[src/rtl/alu_issue_unit_pkg.sv]
// Shared definitions for the ALU issue unit: ALU mode encodings,
// instruction field positions, FSM state encodings and an instruction decoder.
package alu_issue_unit_pkg;

    // The unit passes this field to the ALU unchanged.
    typedef enum logic [2:0] {
        MODE_ADD    = 3'd0,
        MODE_SUBST  = 3'd1,
        MODE_SHIFTR = 3'd2,
        MODE_SHIFTL = 3'd3,
        MODE_AND    = 3'd4,
        MODE_OR     = 3'd5,
        MODE_NOT    = 3'd6,
        MODE_XOR    = 3'd7
    } alu_mode_e;

    // Instruction layout: [15:13] mode, [12:10] rd, [9:7] rs1, [6:4] rs2.
    // Bits [3:0] are reserved and ignored.
    localparam int INSTR_W = 16;
    localparam int MODE_HI = 15;
    localparam int MODE_LO = 13;
    localparam int RD_HI   = 12;
    localparam int RD_LO   = 10;
    localparam int RS1_HI  = 9;
    localparam int RS1_LO  = 7;
    localparam int RS2_HI  = 6;
    localparam int RS2_LO  = 4;

    localparam int REG_ADDR_W = 3;
    localparam int NUM_REGS   = 8;

    typedef enum logic [1:0] {
        ST_IDLE = 2'd0,
        ST_OPS  = 2'd1,
        ST_EXEC = 2'd2
    } state_e;

    typedef struct packed {
        alu_mode_e             mode;
        logic [REG_ADDR_W-1:0] rd;
        logic [REG_ADDR_W-1:0] rs1;
        logic [REG_ADDR_W-1:0] rs2;
    } dec_instr_t;

    function automatic dec_instr_t decode_instr(input logic [INSTR_W-1:0] raw);
        dec_instr_t d;
        d.mode = alu_mode_e'(raw[MODE_HI:MODE_LO]);
        d.rd   = raw[RD_HI:RD_LO];
        d.rs1  = raw[RS1_HI:RS1_LO];
        d.rs2  = raw[RS2_HI:RS2_LO];
        return d;
    endfunction

endpackage

[src/rtl/alu_issue_unit_if.sv]
// Upstream-facing bus of the ALU issue unit.
//   instr_valid / instr_ready / instr : instruction handshake
//   ld_valid / ld_addr / ld_data      : direct register load request
// master = upstream (instruction source), slave = the issue unit.
interface alu_issue_unit_if;
    import alu_issue_unit_pkg::*;

    logic                  instr_valid;
    logic                  instr_ready;
    logic [INSTR_W-1:0]    instr;
    logic                  ld_valid;
    logic [REG_ADDR_W-1:0] ld_addr;
    logic [15:0]           ld_data;

    modport master (
        output instr_valid,
        output instr,
        output ld_valid,
        output ld_addr,
        output ld_data,
        input  instr_ready
    );

    modport slave (
        input  instr_valid,
        input  instr,
        input  ld_valid,
        input  ld_addr,
        input  ld_data,
        output instr_ready
    );
endinterface

[src/rtl/alu_reg_file.sv]
// 8 x DATA_W register file for the ALU issue unit.
// Ports:
//   clk, rst              : clock, synchronous active-high reset (clears all entries)
//   we, waddr, wdata      : synchronous write port
//   raddr1/rdata1,
//   raddr2/rdata2         : combinational operand read ports
//   dbg_addr/dbg_data     : combinational debug read port
// R0 is never written, so it reads zero forever after reset.
module alu_reg_file
    import alu_issue_unit_pkg::*;
#(
    parameter int DATA_W = 16
) (
    input  logic                  clk,
    input  logic                  rst,
    input  logic                  we,
    input  logic [REG_ADDR_W-1:0] waddr,
    input  logic [DATA_W-1:0]     wdata,
    input  logic [REG_ADDR_W-1:0] raddr1,
    output logic [DATA_W-1:0]     rdata1,
    input  logic [REG_ADDR_W-1:0] raddr2,
    output logic [DATA_W-1:0]     rdata2,
    input  logic [REG_ADDR_W-1:0] dbg_addr,
    output logic [DATA_W-1:0]     dbg_data
);

    logic [DATA_W-1:0]   rf_reg [NUM_REGS];
    logic [NUM_REGS-1:0] wr_hit;

    // Per-entry write decode; entry 0 never matches, which hardwires R0 to zero.
    generate
        for (genvar gi = 0; gi < NUM_REGS; gi++) begin : g_wr_hit
            assign wr_hit[gi] = we && (waddr == REG_ADDR_W'(gi)) && (gi != 0);
        end
    endgenerate

    always_ff @(posedge clk) begin
        if (rst) begin
            for (int i = 0; i < NUM_REGS; i++) begin
                rf_reg[i] <= '0;
            end
        end else begin
            for (int i = 0; i < NUM_REGS; i++) begin
                if (wr_hit[i]) begin
                    rf_reg[i] <= wdata;
                end
            end
        end
    end

    assign rdata1   = rf_reg[raddr1];
    assign rdata2   = rf_reg[raddr2];
    assign dbg_data = rf_reg[dbg_addr];

endmodule

[src/rtl/alu_issue_unit.sv]
// Issue / writeback stage wrapped around a fixed-latency 16-bit ALU.
// Accepts one instruction at a time, reads rs1/rs2 from the register file,
// drives the ALU operands, waits ALU_LAT cycles, then writes the ALU result
// back to rd and pulses done with the result and a zero flag.
// Ports:
//   clk, rst            : clock, synchronous active-high reset
//   up                  : instruction handshake + direct register load (slave)
//   alu_in1/in2/mode    : registered operands/operation to the ALU
//   alu_result          : ALU output, sampled on the last EXEC edge
//   busy, done          : instruction in flight / one-cycle completion pulse
//   result, zero        : last written-back value and its zero flag
//   dbg_addr, dbg_data  : combinational register file debug read
module alu_issue_unit
    import alu_issue_unit_pkg::*;
#(
    parameter int DATA_W  = 16,
    parameter int ALU_LAT = 1
) (
    input  logic                  clk,
    input  logic                  rst,
    alu_issue_unit_if.slave       up,
    output logic [DATA_W-1:0]     alu_in1,
    output logic [DATA_W-1:0]     alu_in2,
    output logic [2:0]            alu_mode,
    input  logic [DATA_W-1:0]     alu_result,
    output logic                  busy,
    output logic                  done,
    output logic [DATA_W-1:0]     result,
    output logic                  zero,
    input  logic [REG_ADDR_W-1:0] dbg_addr,
    output logic [DATA_W-1:0]     dbg_data
);

    localparam int CNT_W = (ALU_LAT > 1) ? $clog2(ALU_LAT) : 1;

    state_e                state_reg, state_next;
    dec_instr_t            instr_reg;
    logic [CNT_W-1:0]      lat_cnt_reg;
    logic [DATA_W-1:0]     alu_in1_reg, alu_in2_reg;
    alu_mode_e             alu_mode_reg;
    logic                  done_reg;
    logic [DATA_W-1:0]     result_reg;
    logic                  zero_reg;

    logic                  accept;
    logic                  exec_last;
    logic                  wb_fire;
    logic                  ld_fire;
    logic                  rf_we;
    logic [REG_ADDR_W-1:0] rf_waddr;
    logic [DATA_W-1:0]     rf_wdata;
    logic [DATA_W-1:0]     rs1_data, rs2_data;

    // Reserved instruction bits are deliberately ignored.
    logic unused_instr_bits;
    assign unused_instr_bits = ^up.instr[3:0];

    // A pending load has priority over an instruction in IDLE, so the
    // instruction is simply not taken that cycle.
    assign up.instr_ready = (state_reg == ST_IDLE) && !up.ld_valid && !rst;
    assign accept         = up.instr_valid && up.instr_ready;
    assign exec_last      = (lat_cnt_reg == CNT_W'(ALU_LAT - 1));

    // State register
    always_ff @(posedge clk) begin
        if (rst) begin
            state_reg <= ST_IDLE;
        end else begin
            state_reg <= state_next;
        end
    end

    // Next-state logic
    always_comb begin
        state_next = state_reg;
        case (state_reg)
            ST_IDLE: if (accept)    state_next = ST_OPS;
            ST_OPS:                 state_next = ST_EXEC;
            ST_EXEC: if (exec_last) state_next = ST_IDLE;
            default:                state_next = ST_IDLE;
        endcase
    end

    // FSM outputs: load and writeback share the single register file write
    // port; they can never coincide because loads only happen in IDLE.
    always_comb begin
        wb_fire  = (state_reg == ST_EXEC) && exec_last;
        ld_fire  = (state_reg == ST_IDLE) && up.ld_valid;
        rf_we    = wb_fire || ld_fire;
        rf_waddr = wb_fire ? instr_reg.rd : up.ld_addr;
        rf_wdata = wb_fire ? alu_result : up.ld_data;
    end

    // Datapath registers
    always_ff @(posedge clk) begin
        if (rst) begin
            instr_reg    <= '0;
            lat_cnt_reg  <= '0;
            alu_in1_reg  <= '0;
            alu_in2_reg  <= '0;
            alu_mode_reg <= MODE_ADD;
            done_reg     <= 1'b0;
            result_reg   <= '0;
            zero_reg     <= 1'b1;
        end else begin
            if (accept) begin
                instr_reg <= decode_instr(up.instr);
            end
            if (state_reg == ST_OPS) begin
                alu_in1_reg  <= rs1_data;
                alu_in2_reg  <= rs2_data;
                alu_mode_reg <= instr_reg.mode;
                lat_cnt_reg  <= '0;
            end else if ((state_reg == ST_EXEC) && !exec_last) begin
                lat_cnt_reg <= lat_cnt_reg + 1'b1;
            end
            done_reg <= wb_fire;
            if (wb_fire) begin
                result_reg <= alu_result;
                zero_reg   <= (alu_result == '0);
            end
        end
    end

    alu_reg_file #(
        .DATA_W (DATA_W)
    ) u_rf (
        .clk      (clk),
        .rst      (rst),
        .we       (rf_we),
        .waddr    (rf_waddr),
        .wdata    (rf_wdata),
        .raddr1   (instr_reg.rs1),
        .rdata1   (rs1_data),
        .raddr2   (instr_reg.rs2),
        .rdata2   (rs2_data),
        .dbg_addr (dbg_addr),
        .dbg_data (dbg_data)
    );

    assign alu_in1  = alu_in1_reg;
    assign alu_in2  = alu_in2_reg;
    assign alu_mode = alu_mode_reg;
    assign busy     = (state_reg != ST_IDLE);
    assign done     = done_reg;
    assign result   = result_reg;
    assign zero     = zero_reg;

endmodule
[src/flat_wrapper.sv]
// flat-port wrapper written by rule: the top's interface ports become plain ports
module alu_issue_unit_flat import alu_issue_unit_pkg::*;
#(
    parameter int DATA_W  = 16,
    parameter int ALU_LAT = 1
)
  (clk, rst, alu_in1, alu_in2, alu_mode, alu_result, busy, done, result, zero, dbg_addr, dbg_data, up_instr_valid, up_instr, up_ld_valid, up_ld_addr, up_ld_data, up_instr_ready);
  alu_issue_unit_if up_i ();
  input  logic clk;
  input  logic rst;
  output logic [DATA_W-1:0] alu_in1;
  output logic [DATA_W-1:0] alu_in2;
  output logic [2:0] alu_mode;
  input  logic [DATA_W-1:0] alu_result;
  output logic busy;
  output logic done;
  output logic [DATA_W-1:0] result;
  output logic zero;
  input  logic [REG_ADDR_W-1:0] dbg_addr;
  output logic [DATA_W-1:0] dbg_data;
  input wire logic [$bits(up_i.instr_valid)-1:0] up_instr_valid;
  input wire logic [$bits(up_i.instr)-1:0] up_instr;
  input wire logic [$bits(up_i.ld_valid)-1:0] up_ld_valid;
  input wire logic [$bits(up_i.ld_addr)-1:0] up_ld_addr;
  input wire logic [$bits(up_i.ld_data)-1:0] up_ld_data;
  output wire logic [$bits(up_i.instr_ready)-1:0] up_instr_ready;
  assign up_i.instr_valid = up_instr_valid;
  assign up_i.instr = up_instr;
  assign up_i.ld_valid = up_ld_valid;
  assign up_i.ld_addr = up_ld_addr;
  assign up_i.ld_data = up_ld_data;
  assign up_instr_ready = up_i.instr_ready;
  alu_issue_unit #(.DATA_W(DATA_W), .ALU_LAT(ALU_LAT)) u_core (.clk(clk), .rst(rst), .up(up_i), .alu_in1(alu_in1), .alu_in2(alu_in2), .alu_mode(alu_mode), .alu_result(alu_result), .busy(busy), .done(done), .result(result), .zero(zero), .dbg_addr(dbg_addr), .dbg_data(dbg_data));
endmodule
[config.mk]
export PLATFORM = sky130hd
export DESIGN_NAME = alu_issue_unit_flat
export DESIGN_NICKNAME = d
export VERILOG_FILES = /design/src/rtl/alu_issue_unit_pkg.sv /design/src/rtl/alu_issue_unit_if.sv /design/src/rtl/alu_reg_file.sv /design/src/rtl/alu_issue_unit.sv /design/src/flat_wrapper.sv
export SDC_FILE = /design/constraint.sdc
export NUM_CORES = 1
export LEC_CHECK = 0
export CORE_MARGIN = 3
export CORE_UTILIZATION = 50
export CTS_CLUSTER_DIAMETER = 40
export DETAILED_ROUTE_END_ITERATION = 10
export DONT_BUFFER_PORTS = 1
export HOLD_SLACK_MARGIN = 0.08
export PLACE_DENSITY = 0.62
export SLEW_MARGIN = 20
export SYNTH_ARGS = -nofsm -noshare
export SYNTH_HDL_FRONTEND = slang
export SYNTH_HIERARCHICAL = 1
export SYNTH_SLANG_ARGS = --single-unit
[constraint.sdc]
create_clock -name clk -period 3.8 [get_ports clk]
set_clock_uncertainty 0.05 [all_clocks]
set_input_delay 0.76 -clock clk [delete_from_list [all_inputs] [get_ports clk]]
set_output_delay 0.76 -clock clk [all_outputs]
set_load 0.03 [all_outputs]
## After elaboration in Yosys (flattened, before gate mapping)

Memories as Yosys holds them, arrays and structs flattened. A register that Yosys moved wholly into a read port is not among the register bits.
Cells that the tools add are included.

| word-level totals | value |
|---|---|
| flip-flop bits (word level) | 36 |
| RAM bits | 128 |
| input port bits | 58 |
| output and inout port bits | 71 |
| logic and storage cells | 87 |
| memories kept | 1 |

Memories:

| name | words | bits a word | read ports | clocked after memory_dff | wr ports | RTL line | text |
|---|---|---|---|---|---|---|---|
| u_core.u_rf.rf_reg | 8 | 16 | 3 | 2 | 8 | alu_reg_file.sv:27 | `logic [DATA_W-1:0] rf_reg [NUM_REGS];` |

| operators by class | value |
|---|---|
| add/sub/neg operators | 1 |
| eq/ne operators | 11 |
| multiplexer cells | 35 |
| bitwise logic cells | 8 |
| reduce and logical (&&, ||, !) cells | 21 |

Operator list:

| kind | number |
|---|---|
| two-way mux 16 bit | 8 |
| two-way mux 1 bit | 23 |
| logical NOT 16 bit | 1 |
| logical AND 1 bit | 13 |
| equality test 3 bit, second input constant | 4 |
| OR 1 bit | 7 |
| equality test 3 x 2 -> 1 bit, second input constant | 2 |
| one-hot mux 2 bit (3 select lines) | 1 |
| two-way mux 2 bit | 2 |
| equality test 3 x 1 -> 1 bit, second input constant | 1 |
| two-way mux 3 bit | 1 |
| equality test 2 x 1 -> 1 bit, second input constant | 1 |
| equality test 2 bit, second input constant | 1 |
| logical NOT 1 bit | 2 |
| logical NOT 2 bit | 1 |
| inequality test 2 x 1 -> 1 bit, second input constant | 1 |
| inequality test 2 bit, second input constant | 1 |
| AND reduction 2 bit | 1 |
| nonzero test 2 bit | 1 |
| OR reduction 2 bit | 1 |
| adder 1 bit, second input constant | 1 |
| logical OR 1 bit | 1 |
| NOT 1 bit | 1 |

## Longest topological paths before layout

Gate-level depths: netlist of the first run.

| depth | value |
|---|---|
| depth in word-level cells | 9 |
| mapped depth | 8 |
| gate-level depth less buffers | 6 |

## By module

The synthesis of the first run kept the hierarchy.

By module, submodules not included:

| module | instances | cells an instance | area each (um^2) |
|---|---|---|---|
| alu_reg_file | 1 | 557 | 6786.5 |
| alu_issue_unit | 1 | 345 | 2605.0 |

## Worst setup path after synthesis of the first run

Ideal clock, no wire load.

| timing | value |
|---|---|
| kind | in2out |
| from | input port dbg_addr[0] |
| to | output port dbg_data[10] |
| data arrival time | 1.823 ns |
| required time | 2.990 ns |
| slack | 1.167 ns |
| stages on the path | 5 |
| path buffers | 2 |
| cells stage by stage | buf_2 > nor2b_2 > buf_2 > a221oi_1 > nor2_1 |

| on the way | value |
|---|---|
| word-level cells in the longest chain between the ends | 1 |

Ends and longest elaborated chain:

| item | RTL line | text |
|---|---|---|
| start: declaration | flat_wrapper.sv:19 | `input logic [REG_ADDR_W-1:0] dbg_addr;` |
| memory read (8 x 16 bit) | -- |  |
| end: declaration | flat_wrapper.sv:20 | `output logic [DATA_W-1:0] dbg_data;` |

No other way between the ends.

==> flow_metrics.env, run 1 <==
export IMPL_setup_slack_ns=0.6986
export IMPL_antenna_found_initial=0
export IMPL_critPathRequiredTime_ns=3.80
export IMPL_vias_per_cell=6.402
export IMPL_route_detailed_drc=0
export IMPL_path_clk_slew_ns=0.07
export IMPL_grt_max_degree=92
export IMPL_drtAntennaViolNets=0
export IMPL_dp_hpwl_mm=18.03
export IMPL_fin_cells=1109
export IMPL_fin_crit_ns=3.101
export IMPL_r2r_start="u_core/state_reg[1]"
export IMPL_grt_pass1_vias=6883
export IMPL_fillerInstances=1588
export IMPL_die_x_um=143.1
export IMPL_io_pins=129
export IMPL_die_y_um=143.1
export IMPL_ys_ff_latch=180
export IMPL_rsz0062_at_grt="false"
export IMPL_synth_net_count=960
export IMPL_yosysWarningCount=6
export IMPL_grt_total_usage=0.2467
export IMPL_rows=49
export IMPL_post_dp_cell_area_um2=9323
export IMPL_end_kind="flip-flop"
export IMPL_cts_buffers=17
export IMPL_crit_path_max_fanout=39
export IMPL_nets=925
export IMPL_setup_viol=0
export IMPL_setup_tns_ns=0
export IMPL_drive_above_1_share=0.1636
export IMPL_regArea_um2=4727
export IMPL_clock_latency_ns=0.43
export IMPL_ir_drop_v=0.0003247
export IMPL_cts_sinks=180
export IMPL_grt_first_pass_wirelength_mm=38.71
export IMPL_port_buffers=0
export IMPL_fin_crit_sh=0.8162
export IMPL_slew_headroom=0.3529
export IMPL_timing_fmax_ghz=0.3224
export IMPL_synthDistinctLibCells=38
export IMPL_postCtsSetupRepairBufs=0
export IMPL_startpoint="u_core/state_reg[1]"
export IMPL_routedWlPerCell_um=23.11
export IMPL_powerDensity_nw_per_um2=449.4
export IMPL_worst_pin_slew_ns=0.9663
export IMPL_vias=7100
export IMPL_initial_core_util=0.5158
export IMPL_drtPass1Iterations=5
export IMPL_place_ws_ns=0.7437
export IMPL_syn_avg_cell_area_um2=10.41
export IMPL_ctsHoldBuffers=0
export IMPL_final_area_um2=9926
export IMPL_cap_violations=0
export IMPL_largest_reg_flops=112
export IMPL_multi_input_area_um2=4080
export IMPL_async_flop_share=0
export IMPL_ys_flop_type="edfxtp_1"
export IMPL_cts_root_buffer="clkbuf_16"
export IMPL_core_area_um2=18210
export IMPL_fp_dieArea_um2=20460
export IMPL_min_delay_path_class="in -> reg"
export IMPL_diodes=0
export IMPL_synth_edf_count=112
export IMPL_htreeDepth=4
export IMPL_worstSetupPathType="reg -> reg"
export IMPL_min_from="rst"
export IMPL_drt_initial_drc_count=575
export IMPL_power_leakage_nw=3.466
export IMPL_finalMaxSlewViolations=0
export IMPL_place_congestion=0.9284
export IMPL_fin_util=0.5451
export IMPL_post_cts_resized=0
export IMPL_finalHoldViolCount=0
export IMPL_status="finished clean"
export IMPL_seq_area_frac_synth=0.5031
export IMPL_syn_inst=902
export IMPL_cts_tree="yes"
export IMPL_clock_path_buffers=2
export IMPL_grt_overflow=0
export IMPL_synthToLayoutAreaGrowth_pct=5.689
export IMPL_crit_path_start_kind="flip-flop"
export IMPL_place_inst=1077
export IMPL_syn_area_um2=9392
export IMPL_wl_mm=25.63
export IMPL_cp_arrival_ns=3.11
-- worst max-delay path: stages (launching register included) --
cell and delay [ns]:
dfxtp_1 0.42, or3b_2 0.78, o21ai_0 0.35, and2b_1 0.24, nand3_1 0.09, buf_4 0.21, nand2b_1 0.59
-- logic make-up after synthesis --
family,count (synthesis),synth area share
AO/OA/AOI/OAI,178,0.1311
buffers and inverters,95,0.06302
flip-flops,180,0.5031
multiplexers,144,0.1641
AND/OR/NAND/NOR,305,0.1387
-- layer usage --
metal,track usage,part of all wire,vias to the layer above
met1,0.3437,0.42,3467
met2,0.3816,0.45,380
met3,0.06698,0.11,34
met5,0,0,-
li1,-,-,3219
met4,0.06803,0.015,0
-- cell usage in the layout (no fill, tap or decap), drive strengths merged, types with 2 or more instances in the layout --
cell / count
a21oi: 66
a221oi: 79
a41o: 2
and2: 2
and2b: 3
buf: 20
clkbuf: 24
clkinv: 3
dfxtp: 68
edfxtp: 112
inv: 26
mux2: 80
mux2i: 64
nand2: 146
nand2b: 22
nand3: 16
nor2: 99
nor2b: 6
nor4: 4
o21ai: 14
o22ai: 16
-- final timing paths --
path,cells after the start,slack [ns],to
min reg2reg,2,0.41,u_core/alu_mode[0]
max reg2reg,6,0.70,u_core/u_rf/rf_reg[3][15]
max,6,0.70,u_core/u_rf/rf_reg[3][15]
min,1,0.34,u_core/result[15]
-- layout make-up --
type | instances | share of cell area
flip-flops and latches | 180 | 0.4762
multi-input cells | 627 | 0.4111
clock buffers | 24 | 0.05509
well taps | 229 | 0.02887
repair buffers | 20 | 0.01513
inverters | 21 | 0.007942
clock inverters | 8 | 0.005673
-- cells in the mapped netlist, drive strengths merged, types with 4 or more instances --
library cell  count  area [um^2]
clkbuf           27        118.9
dfxtp            68         1361
a221oi           79        704.4
a21oi            66        330.3
nor4              4        25.02
mux2i            64        640.6
inv              21        78.82
mux2             80        900.9
edfxtp          112         3363
nand2           146        548.0
buf              47        394.1
nand2b           22        137.6
nor2b             6        40.04
nor2             99        371.6
nand3            16        80.08
o21ai            14        70.07
o22ai            16        100.1
-- power by group --
part	internal, mW	total (mW)	switching (mW)	leakage, nW
sequential	2.17	2.26	0.0898	1.71
clock	1.02	1.77	0.753	0.303
combinational	0.158	0.435	0.277	1.46
total	3.34	4.46	1.12	3.47
-- metrics by stage --
stage | hold WS (ns) | total power [mW]
2_1_floorplan | 0.3784 | 2.632
3_3_place_gp | 0.3918 | 2.699
3_5_place_dp | 0.3963 | 2.721
4_1_cts | 0.3249 | 4.478
5_1_grt | 0.3234 | 4.606
6_report | 0.3396 | 4.461
No activity file was read; power rests on OpenSTA's default activity.
==> inputs of run 2 (changes only) <==
--- a/config.mk
+++ b/config.mk
@@ -5,6 +5,7 @@
 export SDC_FILE = /design/constraint.sdc
 export NUM_CORES = 1
 export LEC_CHECK = 0
+export ABC_AREA = 1
 export CORE_MARGIN = 3
 export CORE_UTILIZATION = 50
 export CTS_CLUSTER_DIAMETER = 40
==> constraint.sdc (replaced) <==
create_clock -name clk -period 3.1 [get_ports clk]
set_clock_uncertainty 0.05 [all_clocks]
set_input_delay 0.62 -clock clk [delete_from_list [all_inputs] [get_ports clk]]
set_output_delay 0.62 -clock clk [all_outputs]
set_load 0.03 [all_outputs]
==> run 2 against run 1 <==
Compared with the run above:
- critical path depth did not move
- sequential power rose by 23%
- final cell count rose by 58%
- via count rose by 32%
- sequential share of layout area fell by 4.4 points
- cell area rose by 10%
- count of clock-buffer cells in the layout fell by 4
- combinational power rose by 89%
- critical path type is now in -> out
- critical endpoint is now dbg_data[9]
- largest power group unchanged
==> flow_metrics.env, run 2 <==
export IMPL_fin_crit_sh=0.8070
export IMPL_cp_cell_sequence="inv_2 -> nor2_4 -> nand2_1 -> nand2_1 -> nand2_1 -> nand2_1"
export IMPL_port_buffers=0
export IMPL_power_leakage_nw=5.565
export IMPL_synthTopCellsByArea="edfxtp_1, nand2_1, dfxtp_1"
export IMPL_clkPwrFrac=0.377
export IMPL_path_clk_slew_ns=0.07
export IMPL_netlist_area_leader_share=0.3309
export IMPL_p_comb_frac=0.142
export IMPL_seq_area_frac_synth=0.4649
export IMPL_status="finished clean"
export IMPL_setup_viol=0
export IMPL_die_x_um=148.6
export IMPL_post_cts_resized=0
export IMPL_io_pins=129
export IMPL_slowest_stage="nor2_4"
export IMPL_vias_per_cell=5.343
export IMPL_drtPass1Iterations=8
export IMPL_syn_inst=1515
export IMPL_seqPwrFrac=0.481
export IMPL_yosysWarningCount=6
export IMPL_p_sw_mw=1.716
export IMPL_antenna_found_initial=0
export IMPL_rsz0062_at_grt="false"
export IMPL_powerDensity_nw_per_um2=528.1
export IMPL_fp_dieArea_um2=22070
export IMPL_cts_root_buffer="clkbuf_16"
export IMPL_fin_crit_ns=2.502
export IMPL_cp_arrival_ns=1.83
export IMPL_worstSetupPathType="in -> out"
export IMPL_crit_path_max_fanout=49
export IMPL_final_cell_mix="nand2_1, nor2_1, nand3_1"
export IMPL_postCtsSetupRepairBufs=0
export IMPL_synth_common_cells="nand2_1, nor2_1, nand3_1, inv_1, edfxtp_1"
export IMPL_critPathMaxStageDelay_ns=0.45
export IMPL_initial_core_util=0.5155
export IMPL_grt_max_degree=50
export IMPL_crit_top_cell="nand2_1"
export IMPL_finalMaxSlewViolations=0
export IMPL_routedWlPerCell_um=18.58
export IMPL_async_flop_share=0
export IMPL_switching_share=0.2973
export IMPL_worst_pin_slew_ns=0.8713
export IMPL_ys_flop_type="edfxtp_1"
export IMPL_syn_area_um2=10160
export IMPL_drt_initial_drc_count=1004
export IMPL_finalPower_mw=5.771
export IMPL_die_y_um=148.6
export IMPL_clock_latency_ns=0.43
export IMPL_cts_tree="yes"
export IMPL_ir_drop_v=0.0003729
export IMPL_dp_hpwl_mm=21.41
export IMPL_syn_avg_cell_area_um2=6.709
export IMPL_synthDistinctLibCells=24
export IMPL_synth_edf_count=112
export IMPL_drtAntennaViolNets=0
export IMPL_grt_first_pass_wirelength_mm=49.82
export IMPL_nets=1536
export IMPL_synth_net_count=1573
export IMPL_setup_tns_ns=0
export IMPL_cts_sinks=180
export IMPL_diodes=0
export IMPL_finalHoldViolCount=0
export IMPL_grt_total_usage=0.2987
export IMPL_clock_path_buffers=2
export IMPL_drive_above_1_share=0.05500
export IMPL_wl_mm=32.62
export IMPL_synth_top_area_cell="edfxtp_1"
export IMPL_timing_fmax_ghz=0.3997
export IMPL_ctsHoldBuffers=0
export IMPL_htreeDepth=4
export IMPL_crit_path_start_kind="primary input"
export IMPL_end_kind="output port"
export IMPL_route_detailed_drc=0
export IMPL_critPathRequiredTime_ns=2.43
export IMPL_grt_overflow=0
export IMPL_grt_pass1_vias=8760
export IMPL_largest_reg_flops=112
export IMPL_slew_headroom=0.4185
export IMPL_cap_violations=0
export IMPL_min_delay_path_class="in -> reg"
export IMPL_rows=51
export IMPL_synth_most_common_cell="nand2_1"
export IMPL_vias=9382
export IMPL_synthToLayoutAreaGrowth_pct=7.509
export IMPL_cts_buffers=17
export IMPL_p_int_mw=4.055
export IMPL_ys_ff_latch=180
export IMPL_core_area_um2=19720
export IMPL_final_common_cell="nand2_1"
export IMPL_place_congestion=0.8968
## run 2: final timing paths
path                                                  to                 start  depth (start not counted)  slack (ns)
worst min register to register        u_core/alu_mode[2]  u_core/instr_reg[11]                          2        0.40
worst max-delay path                         dbg_data[9]           dbg_addr[0]                          6        0.60
worst min-delay path                    u_core/result[2]                   rst                          1        0.19
worst max register to register  u_core/u_rf/rf_reg[4][4]   u_core/state_reg[1]                          7        0.61
## run 2: cell type report
type | instances | area [um^2]
sequential | 180 | 4725
clock buffer | 20 | 489.2
tap | 265 | 331.6
timing repair buffer | 30 | 262.8
clock inverter | 12 | 103.9
fill | 1935 | 8791
multi-input combinational | 1107 | 4482
inverter | 142 | 533.0
## run 2: critical path: cells and delay by family
kind                   cells  cell delay (ns)
and+or+nand+nor            5             1.00
buffers and inverters      1             0.18
## run 2: stage by stage
stage / std cells / util / instance area [um^2] / hold slack, ns / worst slack, ns
after floorplan: 1515 / - / 10160 / 0.3791 / 0.1521
after global placement: 1724 / 0.5241 / 10330 / 0.3884 / 0.6086
after detailed placement: 1724 / 0.5241 / 10330 / 0.3958 / 0.5802
after CTS: 1756 / 0.5542 / 10930 / 0.1811 / 0.5280
after global routing: 1756 / 0.5542 / 10930 / 0.1690 / 0.2830
final: 1756 / 0.5542 / 10930 / 0.1948 / 0.5984
## run 2: logic make-up after synthesis
family                 share of synthesized area
AOI/OAI and AO/OA                        0.03201
buffers and inverters                    0.09418
and+or+nand+nor                           0.4090
DFF                                       0.4649
## run 2: power by group through the flow
stage	clock [mW]	combinational, mW	sequential [mW]
2_1_floorplan	0	0.602	2.82
3_3_place_gp	0	0.800	2.83
3_5_place_dp	0	0.807	2.83
4_1_cts	2.21	0.812	2.78
5_1_grt	2.33	0.913	2.79
6_report	2.17	0.822	2.78
## run 2: routing by layer
layer  part of all wire  vias to the layer above  track usage
met5                  0                        -            0
met4              0.038                        0       0.1210
met3              0.097                       90      0.06216
met2               0.47                      506       0.4922
met1               0.39                     4182       0.3854
li1                   -                     4604            -
==> inputs of run 3 (changes only) <==
--- a/config.mk
+++ b/config.mk
@@ -12,7 +12,7 @@
 export DETAILED_ROUTE_END_ITERATION = 10
 export DONT_BUFFER_PORTS = 1
 export HOLD_SLACK_MARGIN = 0.08
-export PLACE_DENSITY = 0.62
+export PLACE_DENSITY = 0.65
 export SLEW_MARGIN = 20
 export SYNTH_ARGS = -nofsm -noshare
 export SYNTH_HDL_FRONTEND = slang
==> constraint.sdc (replaced) <==
create_clock -name clk -period 2.15 [get_ports clk]
set_clock_uncertainty 0.05 [all_clocks]
set_input_delay 0.43 -clock clk [delete_from_list [all_inputs] [get_ports clk]]
set_output_delay 0.43 -clock clk [all_outputs]
set_load 0.03 [all_outputs]
==> run 3 against run 2 <==
Compared with the run above:
- first-iteration DRC count up 26%
- count of clock-buffer cells in the layout down 3
- sequential share of layout area down 1.0 points
- cell area up 2.4%
- highest routed layer unchanged
==> flow_metrics.env, run 3 (same netlist as run 2, synthesis figures left out) <==
export IMPL_final_common_cell="nand2_1"
export IMPL_worstReg2RegEnd="u_core/u_rf/rf_reg[5][9]"
export IMPL_grtUsageMet3=0.04723
export IMPL_place_inst=1735
export IMPL_cp_cell_sequence="buf_4 -> nor2_2 -> inv_2 -> nor3_2 -> buf_4"
export IMPL_grt_pass1_vias=8215
export IMPL_setup_slack_ns=0.1055
export IMPL_crit_path_start_kind="flip-flop"
export IMPL_slowest_stage="dfxtp_1"
export IMPL_largest_reg_flops=112
export IMPL_drive_above_1_share=0.06494
export IMPL_finalMaxSlewViolations=0
export IMPL_crit_top_cell="buf_4"
export IMPL_clock_latency_ns=0.43
export IMPL_wl_mm=31.27
export IMPL_cts_tree="yes"
export IMPL_routedWlPerCell_um=17.63
export IMPL_final_area_um2=11190
export IMPL_holdPathStages=2
export IMPL_fin_crit_sh=0.9509
export IMPL_grt_max_degree=50
export IMPL_grt_util_met1=0.4323
export IMPL_path_clk_slew_ns=0.08
export IMPL_fp_dieArea_um2=22070
export IMPL_rsz0062_at_grt="false"
export IMPL_end_kind="output port"
export IMPL_worstSetupPathType="reg -> out"
export IMPL_status="finished clean"
export IMPL_finalPower_mw=8.345
export IMPL_nets=1554
export IMPL_min_from="up_instr[4]"
export IMPL_critPathMaxStageDelay_ns=0.34
export IMPL_fin_crit_ns=2.044
export IMPL_finalHoldViolCount=0
export IMPL_clock_path_buffers=2
export IMPL_port_buffers=0
export IMPL_io_pins=129
export IMPL_ir_drop_v=0.0005553
export IMPL_slew_headroom=0.4712
export IMPL_setup_viol=0
export IMPL_fin_util=0.5677
export IMPL_critPathRequiredTime_ns=1.67
export IMPL_drt_initial_drc_count=1270
export IMPL_cap_violations=0
export IMPL_grt_overflow=0
export IMPL_power_leakage_nw=5.684
export IMPL_min_delay_path_class="in -> reg"
export IMPL_worst_pin_slew_ns=0.7906
export IMPL_drtAntennaViolNets=0
export IMPL_die_y_um=148.6
export IMPL_route_detailed_drc=0
export IMPL_place_congestion=0.9084
export IMPL_ff2ff_path_depth=8
export IMPL_core_area_um2=19720
export IMPL_synthToLayoutAreaGrowth_pct=10.13
export IMPL_use_met2=0.4060
export IMPL_powerDensity_nw_per_um2=745.5
export IMPL_rows=51
export IMPL_cts_buffers=17
export IMPL_dp_hpwl_mm=23.16
export IMPL_setup_tns_ns=0
export IMPL_die_x_um=148.6
export IMPL_drtPass1Iterations=6
export IMPL_timing_fmax_ghz=0.4891
export IMPL_vias=9373
export IMPL_r2r_slack_ns=0.15
export IMPL_htreeDepth=4
export IMPL_place_ws_ns=0.06370
export IMPL_antenna_found_initial=0
export IMPL_crit_path_max_fanout=3
export IMPL_initial_core_util=0.5155
export IMPL_fin_hold_ws_ns=0.09322
export IMPL_cp_arrival_ns=1.56
export IMPL_final_cell_mix="nand2_1, nor2_1, nand3_1"
export IMPL_post_dp_cell_area_um2=10510
export IMPL_r2r_start="u_core/state_reg[0]"
export IMPL_cts_root_buffer="clkbuf_16"
export IMPL_grt_first_pass_wirelength_mm=47.76
export IMPL_busiest_layer="met1"
export IMPL_vias_per_cell=5.284
export IMPL_grt_total_usage=0.2796
export IMPL_cts_sinks=180
export IMPL_hold_end="u_core/instr_reg[0]"
export IMPL_fin_cells=1774
export IMPL_diodes=0
[run 3: final cells by class]
cell class,instances,area [um^2]
clock buffers,17,425.4
multi-input cells,1107,4527
flip-flops and latches,180,4725
repair buffers,48,494.2
clock inverters,15,157.7
well taps,265,331.6
fillers,1911,8524
inverters,142,533.0
[run 3: worst max path at each step]
| stage | from | endpoint | slack (ns) | cells after the start |
|---|---|---|---|---|
| floorplan | u_core/lat_cnt_reg | u_core/u_rf/rf_reg[3][0] | -0.24 | 5 |
| global placement | u_core/lat_cnt_reg | u_core/u_rf/rf_reg[3][14] | 0.1 | 8 |
| detailed placement | u_core/lat_cnt_reg | u_core/u_rf/rf_reg[5][9] | 0.06 | 7 |
| CTS | u_core/lat_cnt_reg | u_core/u_rf/rf_reg[5][9] | 0.02 | 7 |
| global route | u_core/state_reg[0] | u_core/u_rf/rf_reg[2][5] | 0.01 | 9 |
| finish | u_core/state_reg[1] | up_instr_ready | 0.11 | 5 |
[run 3: timing repair]
action	4_1_cts	5_1_grt
cloned	0	0
hold buffers	7	0
hold endpoints to repair	26	0
resized for setup	1	5
setup buffers	0	0
setup endpoints to repair	1	176
[run 3: critical path, delay by kind of cell (launching register included)]
kind / cells / cell delay [ns]
buffers and inverters: 3 / 0.47
and+or+nand+nor: 2 / 0.32
DFF: 1 / 0.34
[run 3: where the power goes]
part	total, mW	switching (mW)	internal, mW
registers	4.02	0.176	3.85
clock network	3.09	1.53	1.56
logic	1.23	0.885	0.346
total	8.34	2.59	5.76
[run 3: routing by layer]
layer,up-vias,wire length (um)
met5,-,0
met1,4234,14260
met3,23,3074
met4,0,510
met2,479,13430
li1,4637,-
